### src/rtl/nmr_bstrm_arb_encoder.sv
// Serial capture -> pattern / run-length / EOS command-word encoder with output FIFO.
// Latency: a full chunk is evaluated 2 cycles after completing; its words are pushed 1-2 cycles later.
// Backpressure: capture never stalls; a push into a full FIFO drops the word and sets sticky OVF.
// Optional build macro NMR_BSTRM_ENC_RUN_MERGE_EN enables all-1s/all-0s run detection and merging.

// Small synchronous FIFO; the head word reads as zero while the FIFO is empty.
module nmr_bstrm_arb_fifo #(
    parameter int WIDTH = 8,
    parameter int DEPTH = 4
) (
    input  logic             CLK,
    input  logic             RST,
    input  logic             push_vld,
    input  logic [WIDTH-1:0] push_dat,
    output logic             push_drop,
    input  logic             pop_rdy,
    output logic             head_vld,
    output logic [WIDTH-1:0] head_dat
);
    localparam int AW = (DEPTH > 1) ? $clog2(DEPTH) : 1;

    logic [WIDTH-1:0] mem [DEPTH];
    logic [AW-1:0]    wr_ptr;
    logic [AW-1:0]    rd_ptr;
    logic [AW:0]      cnt;
    logic             full;
    logic             pop;
    logic             accept;

    assign head_vld  = (cnt != '0);
    assign full      = (cnt == (AW+1)'(DEPTH));
    assign pop       = head_vld && pop_rdy;
    // A full FIFO still accepts a push in the cycle its head is popped.
    assign accept    = push_vld && (!full || pop);
    assign push_drop = push_vld && full && !pop;
    assign head_dat  = head_vld ? mem[rd_ptr] : '0;

    // Storage write; contents are only observable through the gated head.
    always_ff @(posedge CLK) begin
        if (accept) begin
            mem[wr_ptr] <= push_dat;
        end
    end

    // Pointer and occupancy bookkeeping.
    always_ff @(posedge CLK) begin
        if (RST) begin
            wr_ptr <= '0;
            rd_ptr <= '0;
            cnt    <= '0;
        end else begin
            if (accept) begin
                wr_ptr <= wr_ptr + 1'b1;
            end
            if (pop) begin
                rd_ptr <= rd_ptr + 1'b1;
            end
            case ({accept, pop})
                2'b10:   cnt <= cnt + 1'b1;
                2'b01:   cnt <= cnt - 1'b1;
                default: cnt <= cnt;
            endcase
        end
    end
endmodule

module nmr_bstrm_arb_encoder #(
    parameter int DATA_WIDTH = 120,
    parameter int FIFO_DEPTH = 4
) (
    input  logic                  CLK,
    input  logic                  RST,
    input  logic                  START,
    input  logic                  STOP,
    input  logic                  IN,
    output logic                  BUSY,
    output logic                  DONE,
    output logic                  OVF,
    output logic [DATA_WIDTH-1:0] wr_data,
    output logic                  wr_pattern_mode,
    output logic                  wr_all_1_mode,
    output logic                  wr_all_0_mode,
    output logic                  wr_end_of_sequence,
    output logic                  WR_VALID,
    input  logic                  WR_READY
);
    localparam int CW = $clog2(DATA_WIDTH);
    localparam int WW = DATA_WIDTH + 4;
    localparam logic [CW-1:0] LAST_BIT = CW'(DATA_WIDTH - 1);

    typedef enum logic [2:0] {
        E_IDLE,
        E_EVAL,
        E_PUSH_RUN,
        E_PUSH_PAT,
        E_PUSH_EOS
    } enc_state_t;

    enc_state_t st;
    enc_state_t st_nxt;

    // Capture side
    logic                  busy;
    logic                  cap_on;
    logic [DATA_WIDTH-1:0] sr;
    logic [CW-1:0]         cnt;
    logic [DATA_WIDTH-1:0] hold_dat;
    logic                  hold_vld;
    logic                  fin_req;
    logic [DATA_WIDTH-1:0] tl_dat;
    logic [CW-1:0]         tl_k;
    logic                  ovf;

    logic                  start_acc;
    logic [DATA_WIDTH-1:0] sr_nxt;
    logic                  chunk_done;
    logic [CW-1:0]         k_nxt;
    logic [DATA_WIDTH-1:0] tl_nxt;

    // Encoder side
    logic [DATA_WIDTH-1:0] ev_dat;
    logic                  ev_fin;
    logic                  pat_pend;
    logic [DATA_WIDTH-1:0] pat_dat;
    logic                  eos_pend;
    logic                  hold_take;
    logic                  fin_take;
    logic                  d_pat;
    logic                  d_eos;

    // FIFO side
    logic                  push_vld;
    logic [WW-1:0]         push_dat;
    logic                  push_drop;
    logic                  head_vld;
    logic [WW-1:0]         head_dat;

`ifdef NMR_BSTRM_ENC_RUN_MERGE_EN
    localparam logic [DATA_WIDTH-1:0] ONES  = '1;
    localparam logic [DATA_WIDTH-1:0] W_LEN = DATA_WIDTH'(DATA_WIDTH);

    // Pending run and the (up to two) run words staged for pushing
    logic                  run_vld;
    logic                  run_val;
    logic [DATA_WIDTH-1:0] run_len;
    logic                  er_val;
    logic [DATA_WIDTH-1:0] er_len;
    logic                  er2_vld;
    logic                  er2_val;
    logic [DATA_WIDTH-1:0] er2_len;

    logic [DATA_WIDTH-1:0] k_len;
    logic [DATA_WIDTH-1:0] add_len;
    logic [DATA_WIDTH-1:0] t_mask;
    logic                  c_uni;
    logic                  c_b;
    logic                  match;
    logic                  d_run;
    logic                  d_run_val;
    logic [DATA_WIDTH-1:0] d_run_len;
    logic                  d_r2;
    logic                  n_run_vld;
    logic                  n_run_val;
    logic [DATA_WIDTH-1:0] n_run_len;
`endif

    assign start_acc  = START && !busy;
    assign sr_nxt     = {sr[DATA_WIDTH-2:0], IN};
    assign chunk_done = (cnt == LAST_BIT);
    assign k_nxt      = chunk_done ? '0 : cnt + 1'b1;
    // Partial tail bits left-aligned, zero-padded in the LSBs.
    assign tl_nxt     = chunk_done ? '0 : (sr_nxt << (DATA_WIDTH - int'(k_nxt)));
    assign hold_take  = (st == E_IDLE) && hold_vld;
    assign fin_take   = (st == E_IDLE) && !hold_vld && fin_req;

    // Capture shifter, chunk hand-off, STOP tail snapshot, BUSY and OVF flags
    always_ff @(posedge CLK) begin
        if (RST) begin
            busy     <= 1'b0;
            cap_on   <= 1'b0;
            sr       <= '0;
            cnt      <= '0;
            hold_dat <= '0;
            hold_vld <= 1'b0;
            fin_req  <= 1'b0;
            tl_dat   <= '0;
            tl_k     <= '0;
            ovf      <= 1'b0;
        end else begin
            if (start_acc) begin
                busy   <= 1'b1;
                cap_on <= 1'b1;
                cnt    <= '0;
            end else if (st == E_PUSH_EOS) begin
                busy   <= 1'b0;
            end
            if (start_acc) begin
                ovf <= 1'b0;
            end else if (push_drop) begin
                ovf <= 1'b1;
            end
            if (hold_take) begin
                hold_vld <= 1'b0;
            end
            if (fin_take) begin
                fin_req <= 1'b0;
            end
            if (cap_on) begin
                sr  <= sr_nxt;
                cnt <= chunk_done ? '0 : cnt + 1'b1;
                if (chunk_done) begin
                    hold_dat <= sr_nxt;
                    hold_vld <= 1'b1;
                end
                if (STOP) begin
                    cap_on  <= 1'b0;
                    fin_req <= 1'b1;
                    tl_dat  <= tl_nxt;
                    tl_k    <= k_nxt;
                    cnt     <= '0;
                end
            end
        end
    end

`ifdef NMR_BSTRM_ENC_RUN_MERGE_EN
    // Evaluation decisions: merge, flush, start runs or emit patterns
    always_comb begin
        k_len     = DATA_WIDTH'(tl_k);
        add_len   = ev_fin ? k_len : W_LEN;
        t_mask    = ~(ONES >> tl_k);
        c_uni     = 1'b0;
        c_b       = 1'b0;
        d_run     = 1'b0;
        d_run_val = run_val;
        d_run_len = run_len;
        d_r2      = 1'b0;
        d_pat     = 1'b0;
        d_eos     = ev_fin;
        n_run_vld = run_vld;
        n_run_val = run_val;
        n_run_len = run_len;
        if (ev_fin) begin
            c_b   = (tl_k != '0) && ((ev_dat & t_mask) == t_mask);
            c_uni = c_b || ((tl_k != '0) && (ev_dat == '0));
        end else begin
            c_b   = &ev_dat;
            c_uni = c_b || (ev_dat == '0);
        end
        // A run only absorbs new bits while its length cannot overflow.
        match = run_vld && c_uni && (run_val == c_b) && (run_len <= ONES - add_len);
        if (!ev_fin) begin
            if (match) begin
                n_run_len = run_len + W_LEN;
            end else if (c_uni) begin
                d_run     = run_vld;
                n_run_vld = 1'b1;
                n_run_val = c_b;
                n_run_len = W_LEN;
            end else begin
                d_run     = run_vld;
                n_run_vld = 1'b0;
                d_pat     = 1'b1;
            end
        end else begin
            n_run_vld = 1'b0;
            if (tl_k == '0) begin
                d_run = run_vld;
            end else if (match) begin
                d_run     = 1'b1;
                d_run_len = run_len + k_len;
            end else if (c_uni && (tl_k >= CW'(3))) begin
                d_run = run_vld;
                d_r2  = 1'b1;
            end else begin
                d_run = run_vld;
                d_pat = 1'b1;
            end
        end
    end
`else
    // Without run merging every chunk and any non-empty tail is a pattern
    always_comb begin
        d_pat = !ev_fin || (tl_k != '0);
        d_eos = ev_fin;
    end
`endif

    // Encoder state register
    always_ff @(posedge CLK) begin
        if (RST) begin
            st <= E_IDLE;
        end else begin
            st <= st_nxt;
        end
    end

    // Encoder next state and FIFO push word
    always_comb begin
        st_nxt   = st;
        push_vld = 1'b0;
        push_dat = '0;
        unique case (st)
            E_IDLE: begin
                if (hold_vld || fin_req) begin
                    st_nxt = E_EVAL;
                end
            end
            E_EVAL: begin
`ifdef NMR_BSTRM_ENC_RUN_MERGE_EN
                if (d_run || d_r2) begin
                    st_nxt = E_PUSH_RUN;
                end else
`endif
                if (d_pat) begin
                    st_nxt = E_PUSH_PAT;
                end else if (d_eos) begin
                    st_nxt = E_PUSH_EOS;
                end else begin
                    st_nxt = E_IDLE;
                end
            end
            E_PUSH_RUN: begin
`ifdef NMR_BSTRM_ENC_RUN_MERGE_EN
                push_vld = 1'b1;
                push_dat = {1'b0, er_val, ~er_val, 1'b0, er_len};
                if (er2_vld) begin
                    st_nxt = E_PUSH_RUN;
                end else if (pat_pend) begin
                    st_nxt = E_PUSH_PAT;
                end else if (eos_pend) begin
                    st_nxt = E_PUSH_EOS;
                end else begin
                    st_nxt = E_IDLE;
                end
`else
                st_nxt = E_IDLE;
`endif
            end
            E_PUSH_PAT: begin
                push_vld = 1'b1;
                push_dat = {4'b1000, pat_dat};
                st_nxt   = eos_pend ? E_PUSH_EOS : E_IDLE;
            end
            E_PUSH_EOS: begin
                push_vld = 1'b1;
                push_dat = {4'b0001, {DATA_WIDTH{1'b0}}};
                st_nxt   = E_IDLE;
            end
            default: st_nxt = E_IDLE;
        endcase
    end

    // Chunk under evaluation and the word plan produced by each evaluation
    always_ff @(posedge CLK) begin
        if (RST) begin
            ev_dat   <= '0;
            ev_fin   <= 1'b0;
            pat_pend <= 1'b0;
            pat_dat  <= '0;
            eos_pend <= 1'b0;
        end else begin
            if (hold_take) begin
                ev_dat <= hold_dat;
                ev_fin <= 1'b0;
            end else if (fin_take) begin
                ev_dat <= tl_dat;
                ev_fin <= 1'b1;
            end
            if (st == E_EVAL) begin
                pat_pend <= d_pat;
                pat_dat  <= ev_dat;
                eos_pend <= d_eos;
            end
        end
    end

`ifdef NMR_BSTRM_ENC_RUN_MERGE_EN
    // Pending run update and staging of run words to flush
    always_ff @(posedge CLK) begin
        if (RST) begin
            run_vld <= 1'b0;
            run_val <= 1'b0;
            run_len <= '0;
            er_val  <= 1'b0;
            er_len  <= '0;
            er2_vld <= 1'b0;
            er2_val <= 1'b0;
            er2_len <= '0;
        end else if (st == E_EVAL) begin
            run_vld <= n_run_vld;
            run_val <= n_run_val;
            run_len <= n_run_len;
            er2_val <= c_b;
            er2_len <= k_len;
            if (d_run) begin
                er_val  <= d_run_val;
                er_len  <= d_run_len;
                er2_vld <= d_r2;
            end else begin
                er_val  <= c_b;
                er_len  <= k_len;
                er2_vld <= 1'b0;
            end
        end else if ((st == E_PUSH_RUN) && er2_vld) begin
            er_val  <= er2_val;
            er_len  <= er2_len;
            er2_vld <= 1'b0;
        end
    end
`endif

    nmr_bstrm_arb_fifo #(
        .WIDTH (WW),
        .DEPTH (FIFO_DEPTH)
    ) u_fifo (
        .CLK       (CLK),
        .RST       (RST),
        .push_vld  (push_vld),
        .push_dat  (push_dat),
        .push_drop (push_drop),
        .pop_rdy   (WR_READY),
        .head_vld  (head_vld),
        .head_dat  (head_dat)
    );

    assign BUSY               = busy;
    assign DONE               = !busy && !head_vld;
    assign OVF                = ovf;
    assign WR_VALID           = head_vld;
    assign wr_data            = head_dat[DATA_WIDTH-1:0];
    assign wr_pattern_mode    = head_dat[DATA_WIDTH+3];
    assign wr_all_1_mode      = head_dat[DATA_WIDTH+2];
    assign wr_all_0_mode      = head_dat[DATA_WIDTH+1];
    assign wr_end_of_sequence = head_dat[DATA_WIDTH];
endmodule

### config.mk
export PLATFORM = sky130hd
export DESIGN_NAME = nmr_bstrm_arb_encoder
export DESIGN_NICKNAME = d
export VERILOG_FILES = /design/src/rtl/nmr_bstrm_arb_encoder.sv
export SDC_FILE = /design/constraint.sdc
export NUM_CORES = 2
export LEC_CHECK = 0
export BUFFER_PORTS_ARGS = -buffer_cell sky130_fd_sc_hd__buf_2
export CORE_UTILIZATION = 40
export DETAILED_ROUTE_END_ITERATION = 10
export PLACE_DENSITY = 0.55
export SLEW_MARGIN = 5
export SYNTH_ARGS = -nofsm -noshare
export SYNTH_HDL_FRONTEND = slang
export SYNTH_SLANG_ARGS = --single-unit
### constraint.sdc
create_clock -name CLK -period 5.5 [get_ports CLK]
set_input_delay 0 -clock CLK [delete_from_list [all_inputs] [get_ports CLK]]
set_output_delay 0 -clock CLK [all_outputs]
set_load 0.005 [all_outputs]
### Word-level counts from Yosys, hierarchy flattened

Memories as Yosys holds them, arrays and structs flattened. A register that Yosys moved wholly into a read port is not among the register bits.
Index checks and enable logic that the tools add are counted.

| storage, ports and cells | value |
|---|---|
| flip-flop bits (word level) | 630 |
| memory bits (writable) | 496 |
| bits of input ports | 6 |
| output and inout port bits | 128 |
| memories kept | 1 |

Memories:

| memory | words | width | rd ports | clocked after Yosys merged registers in | wr ports | line | text |
|---|---|---|---|---|---|---|---|
| u_fifo.mem | 4 | 124 | 1 | 1 | 1 | 22 | `logic [WIDTH-1:0] mem [DEPTH];` |

| operators by class | value |
|---|---|
| $add $sub $neg | 6 |
| equal/unequal tests | 8 |
| shift operators | 1 |
| muxes and demuxes | 31 |
| reductions and logical operators | 30 |

Operators with widths:

| operator | count |
|---|---|
| $mux 120 | 3 |
| $pmux 124 s2 | 1 |
| $mux 124 | 1 |
| $shl 120x32->120 | 1 |
| $mux 7 | 4 |
| $mux 1 | 14 |
| $mux 3 | 4 |
| $logic_and 1x1->1 | 9 |
| $pmux 3 s3 | 1 |
| $reduce_bool 2->1 | 4 |
| $sub 7x7->8 const A | 1 |
| $add 7x1->7 const B | 1 |
| $eq 7x7->1 const B | 1 |
| $reduce_bool 7->1 | 1 |
| $eq 3x3->1 const B | 2 |
| $logic_not 1->1 | 6 |
| $pmux 3 s2 | 1 |
| $reduce_or 2->1 | 3 |
| $add 2x1->2 const B | 2 |
| $mux 2 | 2 |
| $reduce_and 2->1 | 2 |
| $add 3x1->3 const B | 1 |
| $eq 3x1->1 const B | 1 |
| $eq 3x2->1 const B | 1 |
| 7 further kinds | 9 |

### Depth between registers and ports, before layout

| logic depth | value |
|---|---|
| depth after elaboration | 6 |
| depth in mapped cells | 16 |
| gate-level depth less buffers | 10 |

### Cells and area by module

A second synthesis with hierarchy kept.

| unflattened totals | value |
|---|---|
| cells, all modules | 4,718 |
| area total of the unflattened synthesis | 51,902.3 um^2 |

Modules (own cells, without submodules):

| module | times used | cells an instance | area each (um^2) | seq. area each (um^2) |
|---|---|---|---|---|
| nmr_bstrm_arb_encoder | 1 | 3,862 | 32,601.3 | 12,472.0 |
| nmr_bstrm_arb_fifo | 1 | 856 | 19,301.0 | 15,074.5 |

### Worst setup path before layout

OpenSTA, ideal clock, no wires.

| timing path | value |
|---|---|
| path type | reg2reg |
| start point | register st[0] |
| end point | memory u_fifo.mem[0][0] (netlist name), enable pin |
| arrival | 3,759 ps |
| setup slack | 1,245 ps |
| cell stages (with the launch flop) | 5 |
| period minus slack after synthesis | 4,255 ps |
| cells stage by stage | dfxtp_1 > nor2_1 > nand2_1 > a21oi_1 > and2_1 |

| on the way | value |
|---|---|
| longest elaborated chain between the ends | 6 |

RTL lines:

| element | line | text |
|---|---|---|
| from (decl) | 99 | `enc_state_t st;` |
| from (signal assigned) | 294 | `st <= st_nxt;` |
| $eq 3x3->1 / $eq 3x2->1 (equally long branches) | 303 | `unique case (st)` |
| $reduce_or 2->1 (no line) (*) | - |  |
| $mux 1 (*) | 303 |  |
| $logic_and 1x1->1 (*) | 34 | `assign accept = push_vld && (!full \|\| pop);` |
| $mux 1 (*) | 40 | `if (accept) begin` |
| $mux 1 (implied by the code) (*) | 41 | `mem[wr_ptr] <= push_dat;` |
| to (decl) | 22 |  |

Every way passes the cells marked *; elsewhere a longest branch is shown, timed or not.

### Final worst setup path

| timing path | value |
|---|---|
| start point | register cnt[0] |
| end point | register tl_dat[44] |

| on the way | value |
|---|---|
| longest elaborated chain between the ends | 5 |

RTL lines:

| element | line | text |
|---|---|---|
| from (decl) | 106 | `logic [CW-1:0] cnt;` |
| from (signal assigned) | 210 | `cnt <= chunk_done ? '0 : cnt + 1'b1;` |
| $add 7x1->7 / $eq 7x7->1 (equally long branches) | 170, 169 |  |
| $mux 7 | 170 | `assign k_nxt = chunk_done ? '0 : cnt + 1'b1;` |
| $sub 7x7->8 | 172 | `assign tl_nxt = chunk_done ? '0 : (sr_nxt << (DATA_WIDTH - int'(k_nxt)));` |
| $shl 120x32->120 | 172 |  |
| $mux 120 (*) | 172 |  |
| to (signal assigned) | 218 | `tl_dat <= tl_nxt;` |
| to (decl) | 110 | `logic [DATA_WIDTH-1:0] tl_dat;` |

Marks and branches as above.
A chain may end at the register's enable or synchronous reset.

==> flow_metrics.py <==
metrics = {
    "power": {
        "p_leak_nw": 19.6,
        "ir_drop_uv": 278,
        "power-per-cell-area_nw_per_um2": 306,
        "comb_power_share": 0.049,
        "p_total_mw": 17.9,
        "power.net_switching_mw": 4.04,
        "power.sequential.fraction": 0.486,
        "power_frac_clock": 0.465,
        "sw_frac_of_total": 0.226,
        "p_int_mw": 13.9,
    },
    "logic_synthesis": {
        "synth_area_per_cell_um2": 10.6,
        "post_synth_instance_area_um2": 52000,
        "netlist-cell-type-count": 105,
        "gate_count_post_synth": 4899,
        "synth_edf_count": 488,
        "synth_largest_area_cell": "edfxtp_1",
        "ys.flop_type": "dfxtp_1",
        "ys_top_cells_by_area": "edfxtp_1 28%, dfxtp_1 24%, mux2i_1 7.8%",
        "netlist.area_leader.share": 0.282,
        "synth_sequential_area_ratio": 0.525,
        "synthArstFlopShare": 0,
        "ys_ff_latch": 1120,
        "synth-warning-count": 0,
    },
    "run": {
        "cap_viol_max_count": 0,
    },
    "grt": {
        "first_pass_grt_wire_length_um": 271000,
        "antenna_found_initial": 6,
        "grt.overflow.total": 0,
        "grt_start_max_net_pins": 186,
        "number_of_global_route_vias_before_repair": 37200,
        "globalRouteTotalUtil": 0.280,
    },
    "place": {
        "finalWeightedCongestion": 1.01,
        "place_ws_ps": 942,
        "portBuffers": 131,
        "post-place-cells": 6467,
        "dpl.hpwl_um": 132000,
    },
    "sta": {
        "postLayoutSetupSlackWorst_ps": 910,
        "fmax_mhz": 218,
        "final-hold-violation-count": 0,
        "relSlewSlack": 0.300,
        "timing.setup.tns_ps": 0,
        "tightest_slew_ps": 1050,
        "finalClockSkew_ps": 40.8,
        "period_minus_slack_ps": 4590,
        "grt_setup_unrepaired": "false",
        "final_min_period_over_clock_period": 0.835,
        "setup_viol": 0,
        "report.final.slew_viol_count": 0,
    },
    "cts": {
        "worstSkewPairLatency_ps": 740,
        "cts_root_buf": "clkbuf_16",
        "cts.path.max_buffers": 3,
        "clkTransAtPathRegs_ps": 60,
        "numCtsBuffers": 117,
        "cts_htree_levels": 3,
        "cts_sinks": 1120,
        "tritoncts_clock_tree": "yes",
        "post_cts_buffers": 0,
    },
    "final_layout": {
        "final.fill_count": 12100,
        "layout-area-overhead-vs-synth_pct": 12.5,
        "proportion_of_layout_cells_with_a_drive_suffix_above_1": 0.143,
        "num-nets-final": 4877,
        "post_layout_nonfiller_instances": 6695,
        "finalCoreUtilization": 0.456,
        "multi_input_area_um2": 22800,
        "ff_latch_area_um2": 27300,
    },
    "floorplanning": {
        "core_area_um2": 128000,
        "floorplan.die_area_um2": 131000,
        "boundaryPins": 134,
        "die_w_um": 362,
        "starting_density_of_the_core": 0.405,
        "chip_height_um": 362,
        "placement_rows": 131,
    },
    "detailed_routing": {
        "post_drt_via_cell_ratio": 5.87,
        "detail-route-antenna-nets": 0,
        "drc": 0,
        "vias": 39300,
        "drt_pre_antenna_iters": 6,
        "initialDrtViolationCount": 4608,
        "post_drt_wl_per_cell_um": 27.9,
        "wl_final_um": 187000,
    },
    "worst_setup_path": {
        "worstReg2RegStart": "cnt[0]$_SDFFE_PP0P_",
        "cp.arrival_ps": 5170,
        "startpoint_type": "flop",
        "path_class": "flop to flop",
        "critical-path-slowest-cell": "a221oi_1",
        "critical_path_peak_fanout": 44,
        "crit_path_end": "tl_dat[44]$_SDFFE_PP0P_",
        "data_required_time_at_the_worst_endpoint_ps": 6080,
        "setup.worst_path.start": "cnt[0]$_SDFFE_PP0P_",
        "critical-path-max-stage-delay_ps": 800,
        "critPathCaptureType": "flop",
        "rr_endpoint": "tl_dat[44]$_SDFFE_PP0P_",
        "timing.reg2reg.setup_slack_ps": 910,
        "crit_chain": "buf_4 -> ha_1 -> xor3_4 -> buf_12 -> nand2_1 -> a21oi_1 -> a21oi_1 -> nand2_1 -> mux2i_1 -> a221oi_1 -> o21ai_0",
        "worst_r2r_path_depth": 11,
    },
    "run_status": {
        "outcome": "complete, no violations",
    },
    "hold_path": {
        "timing.hold.worst.class": "primary input to flop",
    },
}
area by class of cell:
class                           count  area share
Timing Repair Buffer              289      0.0356
Sequential cell                  1120       0.467
Clock inverter                     52      0.0120
Antenna cell                        1   0.0000428
Inverter                           14    0.000899
Clock buffer                      169      0.0580
Tap cell                         1729      0.0370
Multi-Input combinational cell   3321       0.389
through the flow:
step | area, um2 | hold WS [ps]
global placement | 54300 | 364
floorplan | 52000 | 136
detailed placement | 54300 | 378
global route | 58500 | 209
finish | 58500 | 195
CTS | 58500 | 136
critical path, delay by kind of cell, from the launching register on:
| family | cells | cell delay, ps |
|---|---|---|
| AO/OA/AOI/OAI | 4 | 1250 |
| AND/OR/NAND/NOR | 2 | 800 |
| buffers and inverters | 2 | 710 |
| XOR/XNOR | 1 | 580 |
| multiplexers | 1 | 450 |
| flip-flops | 1 | 330 |
| adder cells (fa/ha/maj) | 1 | 310 |
sequential cells by signal (all words and copies together) (netlist names), 2 cells and up, named ones only:
name	cells
u_fifo.mem	488
st	3
tl_dat	120
ev_dat	120
tl_k	7
pat_dat	120
sr	119
u_fifo.cnt	3
u_fifo.wr_ptr	2
u_fifo.rd_ptr	2
hold_dat	120
cnt	7
kinds of logic (layout without fill, tap and decap cells):
logic type      count (synthesis)  after routing  share of synthesized area
compound gates               1109           1109                      0.143
simple gates                 1605           1605                      0.137
xor+xnor                        9              9                    0.00209
flops                        1120           1120                      0.525
fa+ha+maj                       8              8                    0.00207
other cells                     1              3                  0.0000722
buf+inv                       459            524                     0.0388
mux                           588            588                      0.152
metal layers:
layer	vias to the layer above	part of all wire	global-route usage
met1	19600	0.47	0.421
met5	-	0.00014	0
met3	307	0.074	0.0532
met4	4	0.035	0.0980
li1	17900	-	-
met2	1470	0.42	0.397
synth_stat cells, types with 26 or more instances:
cell type	count
a211oi_1	160
a21oi_1	381
a22o_1	41
a22oi_1	65
a31oi_1	29
a32oi_1	27
and2_1	264
buf_1	47
buf_2	89
clkbuf_1	274
dfxtp_1	632
edfxtp_1	488
mux2i_1	406
mux4_2	157
nand2_1	778
nand3_1	48
nor2_1	381
nor3_1	38
o211ai_1	27
o21ai_0	107
o221ai_1	26
o22ai_1	45
layout by cell type (no fill, tap or decap), drive strengths merged, types with 27 or more instances in the layout:
| cell type | count |
|---|---|
| a211oi | 160 |
| and2 | 264 |
| a32oi | 27 |
| o211ai | 28 |
| buf | 283 |
| o21ai | 113 |
| nand3 | 48 |
| a221oi | 27 |
| a22o | 41 |
| a31oi | 29 |
| a22oi | 65 |
| dfxtp | 632 |
| mux2i | 406 |
| a21oi | 382 |
| clkinv | 31 |
| clkbuf | 169 |
| o22ai | 45 |
| nand2 | 779 |
| nor2 | 384 |
| mux4 | 157 |
| edfxtp | 488 |
| nor3 | 43 |
power by group through the flow:
stage / registers, mW / logic, mW / clock network (mW)
2_1_floorplan: 8.86 / 0.555 / 0
5_1_grt: 8.70 / 0.917 / 8.82
4_1_cts: 8.69 / 0.853 / 8.50
6_report: 8.69 / 0.876 / 8.32
3_5_place_dp: 8.87 / 0.848 / 0
3_3_place_gp: 8.87 / 0.853 / 0
how the worst min path moves through the flow:
stage | depth (start not counted) | startpoint | end
5_1_grt | 4 | IN | hold_dat[0]$_SDFFE_PP0P_
2_1_floorplan | 2 | IN | hold_dat[0]$_SDFFE_PP0P_
4_1_cts | 4 | IN | hold_dat[0]$_SDFFE_PP0P_
6_report | 4 | IN | hold_dat[0]$_SDFFE_PP0P_
3_3_place_gp | 3 | IN | hold_dat[0]$_SDFFE_PP0P_
3_5_place_dp | 3 | IN | hold_dat[0]$_SDFFE_PP0P_
what timing repair did:
item | CTS | global route
gates resized for setup | 0 | 0
hold buffers | 6 | 0
endpoints found under the hold margin | 86 | 0
Note: power is estimated with default switching activity, not from simulation.
